### src/rtl/spdif_pkg.sv
// ----------------------------------------------------------------------------
// spdif_pkg
// Shared constants and types for the S/PDIF transmitter:
//   - subframe geometry (cells, slots, audio width)
//   - B/M/W preamble cell patterns (for a preceding line level of 0)
//   - fixed slot indices for V, U, C and P
//   - frame length and the 192-bit channel-status constant
//   - sample payload struct and the tick-divider width helper
// ----------------------------------------------------------------------------
package spdif_pkg;

  // Payload and counter widths
  localparam int unsigned AUDIO_W   = 24;
  localparam int unsigned CELL_W    = 7;    // 2 subframes x 32 slots x 2 halves
  localparam int unsigned SLOT_W    = 5;
  localparam int unsigned FRAME_W   = 8;
  localparam int unsigned FRAME_LEN = 192;

  // Preamble cell patterns, first cell in the MSB, for a preceding level of 0
  localparam logic [7:0] PRE_B = 8'b1110_1000;
  localparam logic [7:0] PRE_M = 8'b1110_0010;
  localparam logic [7:0] PRE_W = 8'b1110_0100;

  // Slot map inside one subframe
  localparam logic [SLOT_W-1:0] SLOT_AUDIO0 = 5'd4;
  localparam logic [SLOT_W-1:0] SLOT_V      = 5'd28;
  localparam logic [SLOT_W-1:0] SLOT_U      = 5'd29;
  localparam logic [SLOT_W-1:0] SLOT_C      = 5'd30;
  localparam logic [SLOT_W-1:0] SLOT_P      = 5'd31;

  // Channel status: only copy-permitted (bit 2) and 48 kHz (bit 25) are set
  localparam logic [FRAME_LEN-1:0] CHAN_STATUS =
    (FRAME_LEN'(1) << 2) | (FRAME_LEN'(1) << 25);

  typedef enum logic [1:0] {
    PRE_SEL_B = 2'd0,
    PRE_SEL_M = 2'd1,
    PRE_SEL_W = 2'd2
  } pre_sel_e;

  // Sample pair held for one full frame
  typedef struct packed {
    logic               v;
    logic [AUDIO_W-1:0] left;
    logic [AUDIO_W-1:0] right;
  } sample_t;

  // Accumulator width for the fractional tick divider
  function automatic int unsigned acc_width(input int unsigned step);
    return $clog2(step) + 1;
  endfunction

  // Cell pattern for a preamble type
  function automatic logic [7:0] preamble_bits(input pre_sel_e sel);
    logic [7:0] bits;
    bits = PRE_W;
    case (sel)
      PRE_SEL_B: bits = PRE_B;
      PRE_SEL_M: bits = PRE_M;
      default:   bits = PRE_W;
    endcase
    return bits;
  endfunction

endpackage

### src/rtl/spdif_tick_gen.sv
// ----------------------------------------------------------------------------
// spdif_tick_gen
// Fractional clock divider producing one pulse per half-bit cell.
// Average clocks per cell = ACC_STEP / 2^ACC_FRAC.
// Ports:
//   clk  - system clock, rising edge
//   rst  - asynchronous active-low reset
//   tick - registered one-clock pulse per cell
// ----------------------------------------------------------------------------
module spdif_tick_gen
  import spdif_pkg::*;
#(
  parameter int unsigned ACC_STEP = 132,
  parameter int unsigned ACC_FRAC = 5
) (
  input  logic clk,
  input  logic rst,
  output logic tick
);

  localparam int unsigned ACC_W = acc_width(ACC_STEP);
  localparam logic [ACC_W-1:0] ACC_INC = ACC_W'(1 << ACC_FRAC);
  localparam logic [ACC_W-1:0] ACC_DEN = ACC_W'(ACC_STEP);

  logic [ACC_W-1:0] r_acc;
  logic             r_tick;
  logic [ACC_W-1:0] w_sum;
  logic             w_wrap;

  // Increment never exceeds the step, so the sum stays below 2*ACC_STEP
  assign w_sum  = r_acc + ACC_INC;
  assign w_wrap = (w_sum >= ACC_DEN);

  // Accumulator and registered tick
  always_ff @(posedge clk or negedge rst) begin
    if (!rst) begin
      r_acc  <= '0;
      r_tick <= 1'b0;
    end else begin
      r_acc  <= w_wrap ? (w_sum - ACC_DEN) : w_sum;
      r_tick <= w_wrap;
    end
  end

  assign tick = r_tick;

endmodule

### src/rtl/spdif_tx.sv
// ----------------------------------------------------------------------------
// spdif_tx
// S/PDIF biphase-mark transmitter for 24-bit stereo samples.
// Ports:
//   clk        - system clock, rising edge
//   rst        - asynchronous active-low reset
//   audio_l    - left sample, latched in the ack cycle
//   audio_r    - right sample, latched in the ack cycle
//   valid      - sample pair present, latched in the ack cycle
//   ack        - one-clock pulse when the pair is consumed (start of frame)
//   spdif      - registered biphase-mark line
//   spdif_tick - one-clock pulse per half-bit cell
// ----------------------------------------------------------------------------
module spdif_tx
  import spdif_pkg::*;
#(
  parameter int unsigned ACC_STEP = 132,
  parameter int unsigned ACC_FRAC = 5
) (
  input  logic               clk,
  input  logic               rst,
  input  logic [AUDIO_W-1:0] audio_l,
  input  logic [AUDIO_W-1:0] audio_r,
  input  logic               valid,
  output logic               ack,
  output logic               spdif,
  output logic               spdif_tick
);

  localparam logic [CELL_W-1:0]  CELL_LAST  = CELL_W'(127);
  localparam logic [FRAME_W-1:0] FRAME_LAST = FRAME_W'(FRAME_LEN - 1);

  logic               w_tick;
  logic [CELL_W-1:0]  r_cell;
  logic [FRAME_W-1:0] r_frame;
  sample_t            r_smp;
  logic               r_spdif;
  logic               r_pol;

  logic               w_sub;
  logic [SLOT_W-1:0]  w_slot;
  logic               w_half;
  logic               w_is_pre;
  logic               w_sf_start;
  logic               w_frame_start;
  logic [AUDIO_W-1:0] w_audio;
  logic [SLOT_W-1:0]  w_aidx;
  logic [AUDIO_W-1:0] w_audio_sh;
  logic               w_c;
  logic               w_par;
  logic               w_bit;
  pre_sel_e           w_pre_sel;
  logic [7:0]         w_pre_bits;
  logic               w_pol;
  logic               w_line;
  sample_t            w_smp_next;

  // Cell-rate strobe
  spdif_tick_gen #(
    .ACC_STEP (ACC_STEP),
    .ACC_FRAC (ACC_FRAC)
  ) u_tick_gen (
    .clk  (clk),
    .rst  (rst),
    .tick (w_tick)
  );

  // Cell counter decode: [6] subframe, [5:1] slot, [0] half-cell
  assign w_sub         = r_cell[6];
  assign w_slot        = r_cell[5:1];
  assign w_half        = r_cell[0];
  assign w_is_pre      = (r_cell[5:3] == 3'd0);
  assign w_sf_start    = (r_cell[5:0] == 6'd0);
  assign w_frame_start = (r_cell == '0);

  // Subframe payload bits
  assign w_audio    = w_sub ? r_smp.right : r_smp.left;
  assign w_aidx     = w_slot - SLOT_AUDIO0;
  assign w_audio_sh = w_audio >> w_aidx;
  assign w_c        = CHAN_STATUS[r_frame];
  assign w_par      = ^{w_audio, r_smp.v, 1'b0, w_c};

  // Bit carried by the current slot
  always_comb begin
    w_bit = 1'b0;
    case (w_slot)
      SLOT_V:  w_bit = r_smp.v;
      SLOT_U:  w_bit = 1'b0;
      SLOT_C:  w_bit = w_c;
      SLOT_P:  w_bit = w_par;
      default: w_bit = w_is_pre ? 1'b0 : w_audio_sh[0];
    endcase
  end

  // Preamble type: W on right, B on left of frame 0, M otherwise
  always_comb begin
    w_pre_sel = PRE_SEL_W;
    if (!w_sub) begin
      w_pre_sel = (r_frame == '0) ? PRE_SEL_B : PRE_SEL_M;
    end
  end

  assign w_pre_bits = preamble_bits(w_pre_sel);

  // Preamble polarity is the line level just before the subframe's first cell
  assign w_pol = w_sf_start ? r_spdif : r_pol;

  // Next line level for the cell starting on this tick
  always_comb begin
    w_line = r_spdif;
    if (w_is_pre) begin
      w_line = w_pre_bits[~r_cell[2:0]] ^ w_pol;
    end else if (!w_half) begin
      w_line = ~r_spdif;
    end else begin
      w_line = r_spdif ^ w_bit;
    end
  end

  // A missing sample pair is sent as silence flagged invalid
  always_comb begin
    w_smp_next.v     = 1'b1;
    w_smp_next.left  = '0;
    w_smp_next.right = '0;
    if (valid) begin
      w_smp_next.v     = 1'b0;
      w_smp_next.left  = audio_l;
      w_smp_next.right = audio_r;
    end
  end

  // Counters, sample latch and line register advance only on ticks
  always_ff @(posedge clk or negedge rst) begin
    if (!rst) begin
      r_cell  <= '0;
      r_frame <= '0;
      r_smp   <= '0;
      r_spdif <= 1'b0;
      r_pol   <= 1'b0;
    end else if (w_tick) begin
      r_spdif <= w_line;
      r_cell  <= r_cell + CELL_W'(1);
      if (w_sf_start) begin
        r_pol <= r_spdif;
      end
      if (w_frame_start) begin
        r_smp <= w_smp_next;
      end
      if (r_cell == CELL_LAST) begin
        r_frame <= (r_frame == FRAME_LAST) ? '0 : r_frame + FRAME_W'(1);
      end
    end
  end

  // ack is a decode of registered state so it lands in the tick cycle itself
  assign ack        = w_tick & w_frame_start;
  assign spdif      = r_spdif;
  assign spdif_tick = w_tick;

endmodule

### config.mk
export PLATFORM = sky130hd
export DESIGN_NAME = spdif_tx
export DESIGN_NICKNAME = d
export VERILOG_FILES = /design/src/rtl/spdif_pkg.sv /design/src/rtl/spdif_tick_gen.sv /design/src/rtl/spdif_tx.sv
export SDC_FILE = /design/constraint.sdc
export NUM_CORES = 1
export LEC_CHECK = 0
export ABC_CLOCK_PERIOD_IN_PS = 5100
export BUFFER_PORTS_ARGS = -buffer_cell sky130_fd_sc_hd__buf_2
export CORE_MARGIN = 5
export CORE_UTILIZATION = 60
export CTS_CLUSTER_SIZE = 40
export DETAILED_ROUTE_END_ITERATION = 7
export PLACE_DENSITY_LB_ADDON = 0.08
export REMOVE_ABC_BUFFERS = 1
export SYNTH_ARGS = -nofsm -noshare
export SYNTH_HDL_FRONTEND = slang
export SYNTH_HIERARCHICAL = 1
export SYNTH_SLANG_ARGS = --single-unit
### constraint.sdc
create_clock -name clk -period 5.1 [get_ports clk]
set_input_delay 1.02 -clock clk [delete_from_list [all_inputs] [get_ports clk]]
set_output_delay 1.02 -clock clk [all_outputs]
set_load 0.005 [all_outputs]
==> flow_summary.json <==
{
  "run_status": "finished clean",
  "power.total_mw": 1.196,
  "numPortBuffers": 53,
  "synthDominantAreaCellType": "sky130_fd_sc_hd__dfrtp_1",
  "drt-initial-drc-count": 221,
  "vdd.ir_drop.worst_uv": 139.2,
  "num-nets-final": 566,
  "firstDrtPassIters": 4,
  "remaining_drc_errors": 0,
  "synth_async_sr_flop_share_pct": 100.0,
  "max_slew.worst_pin.slew_ns": 0.9432,
  "syn-cell-area_um2": 4400,
  "fill_cells": 622,
  "grt_remaining_overflow": 0,
  "netlist-cell-type-count": 49,
  "stdcell_count": 605,
  "core_outline_area_um2": 7214,
  "dieWidth_um": 95.64,
  "clock_sink_count": 74,
  "clockRootBuffer": "sky130_fd_sc_hd__clkbuf_8",
  "wire_length_of_the_first_global_routing_pass_um": 15540,
  "tritoncts": "built",
  "synth_edf_count": 0,
  "setup.worst_path.end_class": "output port",
  "worst-endpoint-required_ns": 4.08,
  "clkSlewWorstSetupHoldPaths_ns": 0.07,
  "hold_path_class": "reg2reg",
  "endpoints_failing_hold": 0,
  "worstPathArrival_ns": 2.60,
  "die_height_um": 95.64,
  "maxCapViolations": 0,
  "synth_top_area_share_pct": 42.08,
  "globalplace.congestion": 0.8652,
  "worstSkewPairLatency_ns": 0.35,
  "synth_sequential_area_ratio_pct": 42.08,
  "routed-via-count": 3319,
  "power_per_cell_area_nw_per_um2": 244.8,
  "timing.final.setup_violations": 0,
  "synth_cells": 459,
  "timing_max_transition_violations_final": 0,
  "post_route_worst_setup_slack_ns": 1.481,
  "detail_route.wirelength_um": 8824,
  "p_r_area_growth_vs_syn_pct": 10.98,
  "grt_max_degree": 52,
  "finalClockSkew_ns": 0.006177,
  "row_count": 31,
  "cts_buf_count": 9,
  "worst_hold_slack_ns": 0.4862,
  "cp-start-kind": "flop",
  "ys.warnings.count": 6,
  "cts.htree.levels": 3,
  "timing.critical_path.fanout_max": 51,
  "floorplan.die_area_um2": 9147,
  "postCtsHoldBufs": 0,
  "synth.top_cells.by_area": "sky130_fd_sc_hd__dfrtp_1 42%, sky130_fd_sc_hd__nand2_1 9.9%, sky130_fd_sc_hd__xor2_1 6.4%, sky130_fd_sc_hd__nand3_1 5.9%, sky130_fd_sc_hd__mux2i_1 4.8%",
  "post_cts_resize_count": 0,
  "static-leakage-power_nw": 2.457,
  "synth_ff_type": "sky130_fd_sc_hd__dfrtp_1",
  "placedCellCount": 590,
  "most_common_cell_after_layout_fill_and_taps_aside": "sky130_fd_sc_hd__nand2_1",
  "initial_standard_cell_utilization_of_the_core_pct": 61.00,
  "via_per_inst": 5.486,
  "totalNegativeSetupSlack_ns": 0,
  "place.detailed.hpwl_um": 6428,
  "drive_gt1_share_pct": 18.18,
  "layout.cells.most_common_list": "116 x sky130_fd_sc_hd__nand2_1, 74 x sky130_fd_sc_hd__dfrtp_1, 53 x sky130_fd_sc_hd__buf_2, 52 x sky130_fd_sc_hd__nand3_1, 32 x sky130_fd_sc_hd__xor2_1",
  "avgSynthCellArea_um2": 9.587,
  "ant_nets": 0,
  "postCtsSetupBuffers": 0,
  "number_of_global_route_vias_before_repair": 3306,
  "relSlewSlack_pct": 37.12,
  "antenna_violations_before_repair": 0,
  "cts.path.max_buffers": 2,
  "timing.fmax_mhz": 276.3,
  "num_antenna_cells": 0,
  "setup.reg_to_reg.worst_slack_ns": 1.97,
  "rsz_0062_raised_after_global_routing": "false",
  "routedWlPerCell_um": 14.59,
  "worstSetupPathType": "reg2out",
  "layout_min_cycle_time_ns": 3.619,
  "floorplan.io_pins": 54,
  "globalRouteTotalUtil_pct": 21.87,
  "fin_crit_sh_pct": 70.96,
  "pre_cts_slack_ns": 1.859,
  "synth.ff_latch_count": 74
}
## metal layers
metal / track usage (%) / vias up / routed length (um)
li1: - / 1636 / -
met2: 35.32 / 71 / 4343
met3: 3.867 / 19 / 342
met5: 0 / - / 0
met4: 9.242 / 0 / 196
met1: 29.01 / 1593 / 3941
## per-stage QoR
step	cell area [um2]	util, %
after detailed placement	4698	65.12
after floorplan	4272	-
after global placement	4698	65.12
after CTS	4883	67.69
final	4883	67.69
after global routing	4883	67.69
## where the power goes
| group | total (mW) | switching, mW | internal [mW] |
|---|---|---|---|
| registers | 0.629 | 0.0222 | 0.607 |
| logic | 0.126 | 0.0568 | 0.0692 |
| clock network | 0.440 | 0.205 | 0.235 |
## sequential cells by signal, indices dropped and copies added, names as in the netlist
register	flops
r_smp	49
r_frame	8
r_cell	7
u_tick_gen/r_acc	7
r_pol	1
spdif	1
u_tick_gen/tick	1
## final cells by class
class | instances | area (um2) | share of cell area (%)
sequential | 74 | 1852 | 37.92
inverter | 13 | 48.80 | 0.9992
tap | 99 | 123.9 | 2.537
multi-input combinational | 346 | 2371 | 48.55
timing repair buffer | 58 | 302.8 | 6.200
clock buffer | 12 | 145.1 | 2.972
clock inverter | 3 | 40.04 | 0.8199
## Yosys cell counts, types with 4 or more instances
master / instances
sky130_fd_sc_hd__clkbuf_1: 18
sky130_fd_sc_hd__nor2b_1: 4
sky130_fd_sc_hd__mux4_2: 9
sky130_fd_sc_hd__buf_6: 4
sky130_fd_sc_hd__a21oi_1: 6
sky130_fd_sc_hd__nor2_1: 15
sky130_fd_sc_hd__nand4_1: 4
sky130_fd_sc_hd__nand2_1: 116
sky130_fd_sc_hd__nand2b_1: 4
sky130_fd_sc_hd__ha_1: 13
sky130_fd_sc_hd__nand3_1: 52
sky130_fd_sc_hd__o21ai_0: 9
sky130_fd_sc_hd__xnor2_1: 20
sky130_fd_sc_hd__mux2i_1: 21
sky130_fd_sc_hd__inv_1: 13
sky130_fd_sc_hd__xor2_1: 32
sky130_fd_sc_hd__dfrtp_1: 74
## worst paths after layout
path | startpoint | to | depth (start not counted)
max | r_cell[1]$_DFFE_PN0P_ | ack | 8
max in group asynchronous | rst | r_smp[47]$_DFFE_PN0P_ | 2
min in group asynchronous | rst | r_frame[6]$_DFFE_PN0P_ | 1
min reg2reg | r_smp[48]$_DFFE_PN0P_ | r_smp[48]$_DFFE_PN0P_ | 2
min | r_smp[48]$_DFFE_PN0P_ | r_smp[48]$_DFFE_PN0P_ | 2
max reg2reg | r_cell[6]$_DFFE_PN0P_ | spdif$_DFFE_PN0P_ | 7
## logic make-up (layout without fill, tap and decap cells)
logic type | after synthesis | in the layout | share of synthesized area, %
simple gates | 213 | 213 | 22.35
flops | 74 | 74 | 42.08
xor+xnor | 54 | 54 | 11.37
buf+inv | 39 | 86 | 4.037
compound gates | 33 | 33 | 5.630
mux | 33 | 33 | 10.83
fa+ha+maj | 13 | 13 | 3.696
## worst max-delay path, stage by stage, from the launching register on
cell,delay [ns]
sky130_fd_sc_hd__dfrtp_1,0.78
sky130_fd_sc_hd__inv_1,0.13
sky130_fd_sc_hd__ha_1,0.20
sky130_fd_sc_hd__and4_1,0.23
sky130_fd_sc_hd__nand2_1,0.11
sky130_fd_sc_hd__or2_2,0.11
sky130_fd_sc_hd__buf_4,0.40
sky130_fd_sc_hd__inv_1,0.11
sky130_fd_sc_hd__buf_2,0.15
No activity file was read; power rests on OpenSTA's default activity.
